[src/rtl/stream_xor_encoder_if.sv]
// Stream/control bundle for stream_xor_encoder; master is the encoder side.
// The checksum wire exists only when STREAM_XOR_CHECKSUM_EN is defined.
interface stream_xor_encoder_if #(
    parameter int WIDTH     = 8,
    parameter int NUM_WORDS = 24
);
    logic                       start;
    logic [NUM_WORDS*WIDTH-1:0] in;
    logic [WIDTH-1:0]           key;
    logic                       mode;
    logic [WIDTH-1:0]           out;
    logic                       out_valid;
    logic                       out_ready;
    logic                       busy;
    logic                       done;
`ifdef STREAM_XOR_CHECKSUM_EN
    logic [WIDTH-1:0]           checksum;

    modport master (
        input  start, in, key, mode, out_ready,
        output out, out_valid, busy, done, checksum
    );
    modport slave (
        output start, in, key, mode, out_ready,
        input  out, out_valid, busy, done, checksum
    );
`else
    modport master (
        input  start, in, key, mode, out_ready,
        output out, out_valid, busy, done
    );
    modport slave (
        output start, in, key, mode, out_ready,
        input  out, out_valid, busy, done
    );
`endif
endinterface

[src/rtl/stream_xor_encoder.sv]
// Word-serial XOR encoder: captures a packed block and streams it LSB word first,
// fixed or chained (ciphertext feedback) key. STREAM_XOR_CHECKSUM_EN adds an XOR checksum.
module stream_xor_encoder #(
    parameter int WIDTH     = 8,
    parameter int NUM_WORDS = 24
) (
    input  logic                  clk,
    input  logic                  reset,
    stream_xor_encoder_if.master  bus
);
    // NUM_WORDS must be at least 2 so the index counter has a nonzero width.
    localparam int IDX_W = $clog2(NUM_WORDS);

    typedef enum logic [0:0] {IDLE, RUN} state_t;

    state_t                     state, state_next;
    logic [NUM_WORDS*WIDTH-1:0] block_reg, block_next;
    logic [WIDTH-1:0]           key_reg, key_next;
    logic [WIDTH-1:0]           out_reg, out_next;
    logic                       mode_reg, mode_next;
    logic [IDX_W-1:0]           idx, idx_next;
    logic                       out_valid_reg, out_valid_next;
    logic                       busy_reg, busy_next;
    logic                       done_reg, done_next;

    logic [WIDTH-1:0]           words [NUM_WORDS];
    logic [IDX_W-1:0]           idx_inc;
    logic [WIDTH-1:0]           step_key;
    logic                       fire;

    for (genvar k = 0; k < NUM_WORDS; k++) begin : g_words
        assign words[k] = block_reg[k*WIDTH +: WIDTH];
    end

    assign fire     = out_valid_reg && bus.out_ready;
    assign idx_inc  = idx + IDX_W'(1);
    // Chained mode feeds the word just emitted back in as the next key.
    assign step_key = mode_reg ? out_reg : key_reg;

    always_ff @(posedge clk or posedge reset) begin
        if (reset) begin
            state         <= IDLE;
            block_reg     <= '0;
            key_reg       <= '0;
            mode_reg      <= 1'b0;
            idx           <= '0;
            out_reg       <= '0;
            out_valid_reg <= 1'b0;
            busy_reg      <= 1'b0;
            done_reg      <= 1'b0;
        end else begin
            state         <= state_next;
            block_reg     <= block_next;
            key_reg       <= key_next;
            mode_reg      <= mode_next;
            idx           <= idx_next;
            out_reg       <= out_next;
            out_valid_reg <= out_valid_next;
            busy_reg      <= busy_next;
            done_reg      <= done_next;
        end
    end

    always_comb begin
        state_next     = state;
        block_next     = block_reg;
        key_next       = key_reg;
        mode_next      = mode_reg;
        idx_next       = idx;
        out_next       = out_reg;
        out_valid_next = out_valid_reg;
        busy_next      = busy_reg;
        done_next      = 1'b0;

        case (state)
            IDLE: begin
                out_valid_next = 1'b0;
                busy_next      = 1'b0;
                if (bus.start) begin
                    block_next     = bus.in;
                    key_next       = bus.key;
                    mode_next      = bus.mode;
                    idx_next       = '0;
                    out_next       = bus.in[WIDTH-1:0] ^ bus.key;
                    out_valid_next = 1'b1;
                    busy_next      = 1'b1;
                    state_next     = RUN;
                end
            end
            RUN: begin
                if (fire) begin
                    if (idx == IDX_W'(NUM_WORDS - 1)) begin
                        out_valid_next = 1'b0;
                        busy_next      = 1'b0;
                        done_next      = 1'b1;
                        state_next     = IDLE;
                    end else begin
                        idx_next = idx_inc;
                        key_next = step_key;
                        out_next = words[idx_inc] ^ step_key;
                    end
                end
            end
            default: state_next = IDLE;
        endcase
    end

    assign bus.out       = out_reg;
    assign bus.out_valid = out_valid_reg;
    assign bus.busy      = busy_reg;
    assign bus.done      = done_reg;

`ifdef STREAM_XOR_CHECKSUM_EN
    logic [WIDTH-1:0] checksum_reg;

    // Cleared on block acceptance, then folds in each word as it is handed off.
    always_ff @(posedge clk or posedge reset) begin
        if (reset) begin
            checksum_reg <= '0;
        end else if (state == IDLE && bus.start) begin
            checksum_reg <= '0;
        end else if (state == RUN && fire) begin
            checksum_reg <= checksum_reg ^ out_reg;
        end
    end

    assign bus.checksum = checksum_reg;
`endif
endmodule

[src/flat_wrapper.sv]
// flat-port wrapper written by rule: the top's interface ports become plain ports
module stream_xor_encoder_flat 
#(
    parameter int WIDTH     = 8,
    parameter int NUM_WORDS = 24
)
  (clk, reset, bus_start, bus_in, bus_key, bus_mode, bus_out_ready, bus_out, bus_out_valid, bus_busy, bus_done);
  stream_xor_encoder_if #(.WIDTH(WIDTH), .NUM_WORDS(NUM_WORDS)) bus_i ();
  input  logic clk;
  input  logic reset;
  input wire logic [$bits(bus_i.start)-1:0] bus_start;
  input wire logic [$bits(bus_i.in)-1:0] bus_in;
  input wire logic [$bits(bus_i.key)-1:0] bus_key;
  input wire logic [$bits(bus_i.mode)-1:0] bus_mode;
  input wire logic [$bits(bus_i.out_ready)-1:0] bus_out_ready;
  output wire logic [$bits(bus_i.out)-1:0] bus_out;
  output wire logic [$bits(bus_i.out_valid)-1:0] bus_out_valid;
  output wire logic [$bits(bus_i.busy)-1:0] bus_busy;
  output wire logic [$bits(bus_i.done)-1:0] bus_done;
  assign bus_i.start = bus_start;
  assign bus_i.in = bus_in;
  assign bus_i.key = bus_key;
  assign bus_i.mode = bus_mode;
  assign bus_i.out_ready = bus_out_ready;
  assign bus_out = bus_i.out;
  assign bus_out_valid = bus_i.out_valid;
  assign bus_busy = bus_i.busy;
  assign bus_done = bus_i.done;
  stream_xor_encoder #(.WIDTH(WIDTH), .NUM_WORDS(NUM_WORDS)) u_core (.clk(clk), .reset(reset), .bus(bus_i));
endmodule
[config.mk]
export PLATFORM = sky130hd
export DESIGN_NAME = stream_xor_encoder_flat
export DESIGN_NICKNAME = d
export VERILOG_FILES = /design/src/rtl/stream_xor_encoder_if.sv /design/src/rtl/stream_xor_encoder.sv /design/src/flat_wrapper.sv
export SDC_FILE = /design/constraint.sdc
export NUM_CORES = 1
export LEC_CHECK = 0
export ABC_AREA = 1
export BUFFER_PORTS_ARGS = -buffer_cell sky130_fd_sc_hd__buf_4
export CORE_ASPECT_RATIO = 1.5
export CORE_MARGIN = 2
export CORE_UTILIZATION = 57
export DETAILED_ROUTE_END_ITERATION = 12
export GPL_TIMING_DRIVEN = 0
export PLACE_DENSITY_LB_ADDON = 0.3
export RECOVER_POWER = 25
export SYNTH_ARGS = -nofsm -noshare
export SYNTH_HDL_FRONTEND = slang
export SYNTH_SLANG_ARGS = --single-unit
[constraint.sdc]
create_clock -name clk -period 11.8 [get_ports clk]
set_input_delay 2.36 -clock clk [delete_from_list [all_inputs] [get_ports clk]]
set_output_delay 2.36 -clock clk [all_outputs]
set_load 0.1 [all_outputs]
# --- Yosys cells after proc, flatten, opt, wreduce, memory -nomap -nowiden ---
# Cells that the tools add are included.
op_classes:
  add_sub_neg: 1
  n_mul: 0
  div: 0
  n_lt_le_gt_ge: 1
  eq_ne: 5
  shift: 0
  n_mux: 26
  bitwise_logic: 4
  n_reduce_logical: 4
op_table:
  columns: ["cell", "n"]
  rows:
  - ["two-way mux 8 bit", 9]
  - ["binary-select mux 8 bit (select 5 bit)", 1]
  - ["one-hot mux 8 bit (2 select lines)", 2]
  - ["XOR 8 bit", 2]
  - ["two-way mux 5 bit", 3]
  - ["one-hot mux 5 bit (2 select lines)", 1]
  - ["two-way mux 1 bit", 8]
  - ["inequality test 2 bit, second input constant", 4]
  - [">= comparator 6 bit, second input constant", 1]
  - ["NOT 5 -> 6 bit", 1]
  - ["adder 5 x 1 -> 5 bit, second input constant", 1]
  - ["== test 5 bit, second input constant", 1]
  - ["one-hot mux 1 bit (2 select lines)", 2]
  - ["AND reduction 2 bit", 2]
  - ["AND reduction 3 bit", 1]
  - ["logical AND 1 bit", 1]
  - ["NOT 1 bit", 1]
totals:
  reg_bits: 217
  latchBits: 0
  ramBits: 0
  rom_bits: 0
  input_bits: 205
  word_cells: 49
  n_memories: 0

# --- Longest topological paths before layout ---
# Gate-level depths: netlist of run 1.
logic_depth:
  word_depth: 9
  ltp_mapped: 14
  mapped_depth_nobuf: 13

# --- Least setup slack after synthesis of run 1 ---
# Ideal clock, no wire load.
synth_timing:
  kind: "flip-flop to output port"
  startpoint: "register u_core.out_valid_reg, in the netlist u_core.bus.out_valid"
  endpoint: "output bus_out_valid"
  arrival_ns: 1.356
  slack_ns: 8.084
  path_stages_with_launch: 2
  path_buffers: 1
  path_cell_list: "dfrtp_1 > buf_4"
synth_lines:
  columns: ["element", "line_no", "rtl"]
  rows:
  - ["start, declared", "stream_xor_encoder.sv:22", "logic out_valid_reg, out_valid_next;"]
  - ["start signal, assigned", "stream_xor_encoder.sv:58", "out_valid_reg <= out_valid_next;"]
  - ["end, declared", "flat_wrapper.sv:17", "output wire logic [$bits(bus_i.out_valid)-1:0] bus_out_valid;"]
# No word-level cell between the ends.

==> impl_metrics.env, run 1 <==
export IMPL_wire_per_inst_um=16.7
export IMPL_die_w_um=115
export IMPL_cts_buffer_depth=3
export IMPL_final_layout_size_suffix_gt1_share_pct=16.0
export IMPL_clk_pin_slew_worst_paths_ps=60
export IMPL_synth_top_area_share_pct=51.2
export IMPL_drc=0
export IMPL_multi_input_comb_area_um2=4180
export IMPL_p_sw_uw=316
export IMPL_syn_avg_cell_area_um2=7.35
export IMPL_synth_fp_nets=1648
export IMPL_yosysWarnings=0
export IMPL_cts_tree="built"
export IMPL_maxSlewHeadroom_pct=-146
export IMPL_ctsResizeCount=0
export IMPL_synthTopCellsByCount="nand2_1, dfrtp_1, o21ai_0"
export IMPL_die_area_um2=19700
export IMPL_path_class="in2async"
export IMPL_wl_um=32500
export IMPL_cts_made_buffers=20
export IMPL_total_power_uw=1490
export IMPL_hp_start="u_core.block_reg[5]$_DFFE_PP0P_"
export IMPL_fin_tns_setup_ps=0
export IMPL_max_freq_mhz=214
export IMPL_crit_required_ps=12350
export IMPL_seqCellArea_um2=5430
export IMPL_ctsHoldBuffers=0
export IMPL_cts_sinks=217
export IMPL_grt_max_degree=135
export IMPL_io_buffers=215
export IMPL_hold_viol_final=0
export IMPL_combPwrFrac_pct=5.0
export IMPL_synth_async_reset_ratio_pct=100
export IMPL_yosysTopAreaCell="dfrtp_1"
export IMPL_vias_per_cell=5.34
export IMPL_grt_pass1_wl_um=50700
export IMPL_synthCells=1442
export IMPL_core_area_um2=18400
export IMPL_cp_max_fo=134
export IMPL_p_leak_uw=0.00691
export IMPL_synth_edf_count=0
export IMPL_cellPowerDensity_nw_per_um2=113
export IMPL_power_internal_uw=1180
export IMPL_grt_pass1_vias=10300
export IMPL_worstMarginPinSlew_ps=3670
export IMPL_synthFlopType="dfrtp_1"
export IMPL_r2r_start="u_core.idx[0]$_DFFE_PP0P_"
export IMPL_p_clk_share_pct=45.2
export IMPL_violations="max-capacitance violations, max-slew violations"
export IMPL_synth_most_common_cell="nand2_1"
export IMPL_startpoint="reset"
export IMPL_ir_worst_vdd_mv=0.0957
export IMPL_syn_area_um2=10600
export IMPL_yosys_top_cells_area="dfrtp_1, nand2_1, o21ai_0, inv_1, nand3_1"
export IMPL_p_seq_share_pct=49.8
export IMPL_drtIter0Drc=882
export IMPL_drv_slew=84
export IMPL_grt_antenna_before_repair=0
export IMPL_rsz0062_at_grt="no"
export IMPL_clk_insertion_delay_late_ps=500
export IMPL_fin_crit_sh_pct=39.5
export IMPL_hp_class="reg2reg"
export IMPL_fillers=1504
export IMPL_status="finished with violations"
export IMPL_antenna_left=0
export IMPL_netSwitchingFraction_pct=21.2
export IMPL_fp_dieH_um=171
export IMPL_largest_reg_flops=192
export IMPL_fin_worst_skew_ps=14.7
export IMPL_htree_num_levels=1
export IMPL_drv_cap=1
export IMPL_rows=61
export IMPL_period_needed_ps=4660
export IMPL_fin_nets=1886
export IMPL_yosysSeqAreaShare_pct=51.2
export IMPL_gp_congestion=0.953
export IMPL_post_cts_buffers=0
export IMPL_start_util_pct=57.7
export IMPL_grt_usage_pct=33.2
export IMPL_antenna_cells=0
export IMPL_dp_hpwl_um=24300
export IMPL_finalSetupViolations=0
export IMPL_start_kind="primary input"
export IMPL_cp_end_kind="asynchronous set/reset pin"
export IMPL_grt_remaining_overflow=0
export IMPL_ios=216
export IMPL_clockRootBuffer="clkbuf_16"
export IMPL_synthToLayoutAreaGrowth_pct=24.8
export IMPL_synth_seq_cells=217
export IMPL_arrival_ps=5210
export IMPL_drtPass1Iterations=6
export IMPL_synth_cell_types=20
export IMPL_vias=10400
-- worst max-delay path: stages --
cell and delay (ps):
clkbuf_4 110, clkinvlp_2 2060, buf_16 490
-- final timing paths --
check / to / slack (ps) / cells after the start
max: u_core.block_reg[183]$_DFFE_PP0P_ / 7140 / 3
min: u_core.block_reg[5]$_DFFE_PP0P_ / 480 / 2
max reg2reg: u_core.bus.out[1]$_DFFE_PP0P_ / 9150 / 12
min reg2reg: u_core.block_reg[5]$_DFFE_PP0P_ / 480 / 2
max in group clk: u_core.block_reg[60]$_DFFE_PP0P_ / 8050 / 6
min in group asynchronous: u_core.block_reg[52]$_DFFE_PP0P_ / 2960 / 2
-- per-stage QoR --
| stage | hold slack [ps] | area [um^2] | cells | worst slack [ps] | utilization, % |
|---|---|---|---|---|---|
| finish | 481 | 13200 | 1945 | 7140 | 72.0 |
| global route | 492 | 13200 | 1945 | 6560 | 72.0 |
| CTS | 479 | 13200 | 1945 | 8060 | 72.0 |
| detailed placement | 460 | 12600 | 1910 | 7590 | 68.3 |
| global placement | 459 | 12500 | 1909 | 1270 | 68.1 |
| floorplan | 444 | 10600 | 1442 | 3500 | - |
-- final cells by class --
| class | count | share of cell area [%] |
|---|---|---|
| tap | 252 | 2.38 |
| inverter | 173 | 4.91 |
| clock buffer | 28 | 4.39 |
| sequential | 217 | 41.0 |
| timing repair buffer | 216 | 12.4 |
| clock inverter | 7 | 0.709 |
| multi-input combinational | 967 | 31.6 |
| buffer | 85 | 2.63 |
-- metal layers --
layer	share of wire (%)	global-route usage (%)	vias up
met3	6.6	3.54	113
met4	5.5	16.6	0
li1	-	-	4954
met2	51	59.1	488
met1	37	39.2	4836
met5	0	0	-
-- power groups by stage --
| stage | Sequential (uW) | Clock [uW] | Combinational, uW |
|---|---|---|---|
| after floorplan | 758 | 0 | 12.4 |
| after global placement | 758 | 0 | 73.1 |
| after detailed placement | 758 | 0 | 74.7 |
| after CTS | 744 | 676 | 75.1 |
| after global routing | 743 | 704 | 80.4 |
| final | 744 | 675 | 74.4 |
-- placed cells by master (no fill, tap or decap) --
cell type	netlist	routed
clkinv_1	2	2
buf_2	20	20
clkinvlp_2	0	1
clkinv_4	0	1
nor3_1	2	2
nand3_1	119	119
clkbuf_4	0	3
dfrtp_1	217	217
xnor2_1	1	1
buf_16	0	1
nor2_1	37	37
o21ai_0	192	192
buf_1	9	9
o211ai_1	8	8
clkbuf_16	0	21
bufinv_16	0	2
nand2_1	561	561
buf_4	1	213
o22ai_1	2	2
clkinvlp_4	0	2
inv_1	170	169
xor2_2	1	1
a21oi_1	32	32
clkinv_2	0	2
clkbuf_8	0	3
xor2_1	11	11
ha_1	1	1
clkbuf_1	55	59
inv_2	1	1
-- kinds of logic (layout without fill, tap and decap cells) --
family | count (synthesis) | count (layout) | synth area share [%]
adder cells (fa/ha/maj) | 1 | 1 | 0.118
XOR/XNOR | 13 | 13 | 1.14
AND/OR/NAND/NOR | 719 | 719 | 26.9
flip-flops | 217 | 217 | 51.2
buffers and inverters | 258 | 509 | 9.40
AO/OA/AOI/OAI | 234 | 234 | 11.3
No activity file was read; power rests on OpenSTA's default activity.
==> run 2, diff against run 1 <==
- CORE_UTILIZATION: 57 -> 55
- clock period: 11.8 -> 4.4 ns (I/O delays scaled with it)
==> run 2 against run 1 <==
  * The flow finishes with violations (max-capacitance violations)
  * Register-to-register slack got worse by 7400 ps
  * Count of clock-buffer cells in the layout did not move
  * Worst hold slack got worse by 2.4 ps
  * Critical path type unchanged
  * Combinational power rose to 2.8 times the previous value
  * Cell area rose by 0.88%
  * Non-clock buffer count increased by 4
  * Clock power increased to 2.9 times the previous value
  * Power increased to 2.8 times the previous value
  * Cell count rose by 0.41%
==> impl_metrics.env, run 2 (synthesis gave the netlist of run 1 again) <==
export IMPL_status="finished with violations"
export IMPL_violations="max-capacitance violations"
export IMPL_ios=216
export IMPL_drv_cap=1
export IMPL_grt_pass1_wl_um=52100
export IMPL_antenna_left=0
export IMPL_vias=10400
export IMPL_gp_congestion=0.933
export IMPL_clockRootBuffer="clkbuf_16"
export IMPL_die_area_um2=20400
export IMPL_drv_slew=0
export IMPL_fin_crit_sh_pct=66.6
export IMPL_wire_per_inst_um=16.8
export IMPL_ctsHoldBuffers=0
export IMPL_clk_insertion_delay_late_ps=500
export IMPL_post_cts_buffers=0
export IMPL_ctsResizeCount=0
export IMPL_cts_sinks=217
export IMPL_wl_um=32800
export IMPL_cts_buffer_depth=3
export IMPL_cts_made_buffers=20
export IMPL_grt_usage_pct=32.2
export IMPL_layout_cells_non_filler=1953
export IMPL_htree_num_levels=1
export IMPL_final_util_pct=70.3
export IMPL_fin_worst_skew_ps=9.68
export IMPL_total_power_uw=4150
export IMPL_ir_worst_vdd_mv=0.251
export IMPL_vias_per_cell=5.33
export IMPL_io_buffers=215
export IMPL_crit_chain="clkbuf_4 > clkinvlp_2 > buf_12 > clkbuf_1 > buf_12"
export IMPL_cts_tree="built"
export IMPL_start_kind="primary input"
export IMPL_crit_required_ps=5080
export IMPL_worstMarginPinSlew_ps=1470
export IMPL_largest_reg_flops=192
export IMPL_grt_antenna_before_repair=0
export IMPL_grt_max_degree=44
export IMPL_drtIter0Drc=958
export IMPL_final_layout_size_suffix_gt1_share_pct=16.2
export IMPL_max_freq_mhz=341
export IMPL_fp_dieH_um=174
export IMPL_die_w_um=117
export IMPL_period_needed_ps=2930
export IMPL_crit_path_frequent_cell="buf_12"
export IMPL_finalSetupViolations=0
export IMPL_path_class="in2async"
export IMPL_drc=0
export IMPL_crit_path_top_delay_cell="clkbuf_1"
export IMPL_final_common_cell="nand2_1"
export IMPL_reg2reg_slack_ps=1740
export IMPL_max_stage_delay_ps=1040
export IMPL_clk_pin_slew_worst_paths_ps=70
export IMPL_cellPowerDensity_nw_per_um2=311
export IMPL_cp_end_kind="asynchronous set/reset pin"
export IMPL_cp_max_fo=43
export IMPL_maxSlewHeadroom_pct=1.69
export IMPL_rsz0062_at_grt="no"
export IMPL_rows=62
export IMPL_hold_viol_final=0
export IMPL_p_leak_uw=0.00697
export IMPL_dp_cells=1918
export IMPL_hp_class="reg2reg"
export IMPL_antenna_cells=0
export IMPL_core_area_um2=19000
export IMPL_grt_pass1_vias=10500
export IMPL_layout_common_cells="nand2_1, dfrtp_1, buf_4"
export IMPL_fin_tns_setup_ps=0
export IMPL_grt_remaining_overflow=0
export IMPL_drtPass1Iterations=5
export IMPL_fin_nets=1890
export IMPL_arrival_ps=3610
export IMPL_dp_hpwl_um=24900
export IMPL_start_util_pct=55.8
export IMPL_synthToLayoutAreaGrowth_pct=25.9
## run 2: cell count changes in the layout (fill, tap and decap cells not counted)
cell	delta
buf_12	+4
buf_16	-1
buf_4	+2
bufinv_16	+2
clkbuf_4	-2
clkbuf_8	+1
clkinvlp_4	-2
## run 2: worst paths after layout
kind                                                   start                                 to  cells past startpoint
setup reg to reg                   u_core.idx[0]$_DFFE_PP0P_      u_core.bus.out[1]$_DFFE_PP0P_                     12
hold reg to reg            u_core.block_reg[152]$_DFFE_PP0P_  u_core.block_reg[152]$_DFFE_PP0P_                      2
setup / recovery                                       reset      u_core.bus.out[3]$_DFFE_PP0P_                      5
hold / removal             u_core.block_reg[152]$_DFFE_PP0P_  u_core.block_reg[152]$_DFFE_PP0P_                      2
min in group asynchronous                              reset   u_core.block_reg[33]$_DFFE_PP0P_                      2
max in group clk                   u_core.idx[0]$_DFFE_PP0P_      u_core.bus.out[1]$_DFFE_PP0P_                     12
## run 2: area by class of cell
| cell class | instances | area (um^2) |
|---|---|---|
| plain buffers | 85 | 348 |
| inverters | 173 | 651 |
| clock buffers | 28 | 592 |
| well taps | 256 | 320 |
| flip-flops and latches | 217 | 5430 |
| clock inverters | 7 | 139 |
| fillers | 1584 | 5650 |
| repair buffers | 220 | 1700 |
| multi-input cells | 967 | 4180 |
## run 2: critical path: cells and delay by family
kind	cells	cell delay [ps]
buf+inv	5	2670
## run 2: power breakdown
| group | total, uW | switching (uW) | internal, uW | leakage, uW |
|---|---|---|---|---|
| sequential | 1990 | 0 | 1990 | 0.00226 |
| combinational | 206 | 82.5 | 124 | 0.00435 |
| clock | 1950 | 777 | 1180 | 0.000360 |
## run 2: through the flow
stage,hold slack (ps),area [um^2],setup slack [ps]
finish,479,13400,1470
global route,492,13400,949
CTS,480,13400,1820
detailed placement,462,12600,1670
global placement,458,12500,-481
floorplan,444,10600,694
## run 2: per-layer routing
metal	share of wire, %	vias to the layer above	global-route usage [%]
met5	0	-	0
met3	6.7	116	5.09
li1	-	4959	-
met1	37	4866	37.5
met2	50	467	56.7
met4	5.9	0	17.7
==> run 3, diff against run 2 <==
- clock period: 4.4 -> 3 ns (I/O delays scaled with it)
==> run 3 against run 2 <==
  * Power up 47%
  * The flow now finishes without violations
  * Sequential share of layout area barely moved
  * Sequential cell count unchanged
  * Setup slack got worse by 1100 ps
  * Clock skew grew 1.1 ps
  * Utilization barely moved
  * Sequential power rose by 47%
  * Worst hold slack got worse by 190 ps
  * Critical path depth increased by 7
  * Global-route usage unchanged
  * Largest cell class unchanged
  * Highest routed layer unchanged
  * First-iteration DRC count down 6.6%
==> impl_metrics.env, run 3 (synthesis gave the netlist of run 1 again) <==
export IMPL_grt_usage_pct=32.2
export IMPL_final_common_cell="nand2_1"
export IMPL_vias_per_cell=5.35
export IMPL_clockRootBuffer="clkbuf_16"
export IMPL_ctsResizeCount=0
export IMPL_fin_ws_ps=348
export IMPL_drv_cap=0
export IMPL_layout_common_cells="nand2_1, dfrtp_1, buf_4"
export IMPL_start_util_pct=55.8
export IMPL_status="finished clean"
export IMPL_fin_area_um2=13400
export IMPL_gp_congestion=0.933
export IMPL_drtIter0Drc=895
export IMPL_clk_insertion_delay_late_ps=500
export IMPL_wire_per_inst_um=16.8
export IMPL_htree_num_levels=1
export IMPL_maxSlewHeadroom_pct=5.31
export IMPL_fp_dieH_um=174
export IMPL_ir_worst_vdd_mv=0.366
export IMPL_grt_antenna_before_repair=0
export IMPL_antenna_cells=0
export IMPL_max_freq_mhz=377
export IMPL_crit_required_ps=3400
export IMPL_grt_pass1_vias=10500
export IMPL_clk_pin_slew_worst_paths_ps=70
export IMPL_grt_pass1_wl_um=52100
export IMPL_rows=62
export IMPL_path_class="reg2reg"
export IMPL_cellPowerDensity_nw_per_um2=456
export IMPL_finalSetupViolations=0
export IMPL_antenna_left=0
export IMPL_hp_class="in2reg"
export IMPL_drc=0
export IMPL_rsz0062_at_grt="no"
export IMPL_hold_viol_final=0
export IMPL_drtPass1Iterations=5
export IMPL_wl_um=32900
export IMPL_fillers=1582
export IMPL_post_cts_buffers=0
export IMPL_worstMarginPinSlew_ps=1410
export IMPL_cts_made_buffers=20
export IMPL_die_w_um=117
export IMPL_start_kind="flop"
export IMPL_period_needed_ps=2650
export IMPL_cp_end_kind="flop"
export IMPL_crit_path_top_delay_cell="o21ai_0"
export IMPL_core_area_um2=19000
export IMPL_cts_tree="built"
export IMPL_crit_chain="ha_1 > buf_2 > clkbuf_1 > o21ai_0 > o21ai_0 > nand2_1 > nand2_1 > nand2_1 > nand3_1 > nand3_1 > nand2_1 > inv_1"
export IMPL_io_buffers=215
export IMPL_drv_slew=0
export IMPL_place_ws_ps=432
export IMPL_cts_buffer_depth=3
export IMPL_fin_crit_sh_pct=88.4
export IMPL_ctsHoldBuffers=0
export IMPL_total_power_uw=6090
export IMPL_crit_path_frequent_cell="nand2_1"
export IMPL_grt_remaining_overflow=0
export IMPL_dpl_cell_area_um2=12600
export IMPL_p_leak_uw=0.00697
export IMPL_dp_hpwl_um=24900
export IMPL_ios=216
export IMPL_arrival_ps=3050
export IMPL_synthToLayoutAreaGrowth_pct=25.9
export IMPL_final_layout_size_suffix_gt1_share_pct=16.3
export IMPL_max_stage_delay_ps=480
export IMPL_fin_nets=1890
export IMPL_cp_max_fo=10
export IMPL_die_area_um2=20400
export IMPL_grt_max_degree=44
export IMPL_largest_reg_flops=192
export IMPL_vias=10500
export IMPL_fin_worst_skew_ps=10.8
export IMPL_cts_sinks=217
-- run 3: report_power, final --
part	internal (uW)	switching, uW	total [uW]	leakage, uW
Sequential	2920	0	2920	0.00226
Clock	1720	1140	2860	0.000360
Combinational	181	121	303	0.00435
-- run 3: area by class of cell --
type / instances / area, um^2 / share of cell area, %
Timing Repair Buffer: 220 / 1700 / 12.7
Multi-Input combinational cell: 967 / 4180 / 31.3
Clock inverter: 7 / 139 / 1.04
Tap cell: 256 / 320 / 2.40
Buffer: 85 / 348 / 2.60
Clock buffer: 28 / 592 / 4.43
Inverter: 173 / 651 / 4.87
Sequential cell: 217 / 5430 / 40.7
-- run 3: metrics by stage --
stage                     TNS, ps  util [%]  cells  hold WS, ps
after floorplan            -92470         -   1442          444
after global placement    -343780      66.0   1913          458
after detailed placement        0      66.5   1918          462
after CTS                       0      70.4   1953          234
after global routing            0      70.3   1953          293
final                           0      70.3   1953          288
-- run 3: metal layers --
metal / GRT usage [%] / share of wire [%] / vias up
met5: 0 / 0 / -
met4: 17.7 / 5.9 / 0
met3: 5.09 / 6.5 / 111
met2: 56.7 / 50 / 475
met1: 37.5 / 37 / 4905
li1: - / - / 4962
-- run 3: path summary, 6_finish.rpt --
kind,from,to,slack (ps),cells past startpoint
worst max-delay path,u_core.idx[0]$_DFFE_PP0P_,u_core.bus.out[1]$_DFFE_PP0P_,350,12
max in group asynchronous,reset,u_core.key_reg[3]$_DFFE_PP0P_,530,5
worst max register to register,u_core.idx[0]$_DFFE_PP0P_,u_core.bus.out[1]$_DFFE_PP0P_,350,12
worst min-delay path,bus_in[65],u_core.block_reg[65]$_DFFE_PP0P_,290,3
worst min register to register,u_core.block_reg[152]$_DFFE_PP0P_,u_core.block_reg[152]$_DFFE_PP0P_,480,2
min in group asynchronous,reset,u_core.block_reg[34]$_DFFE_PP0P_,420,2
-- run 3: critical path: cells and delay by family, from the launching register on --
family / cells / cell delay [ps]
flops: 1 / 440
compound gates: 2 / 630
buf+inv: 3 / 610
fa+ha+maj: 1 / 300
simple gates: 6 / 590
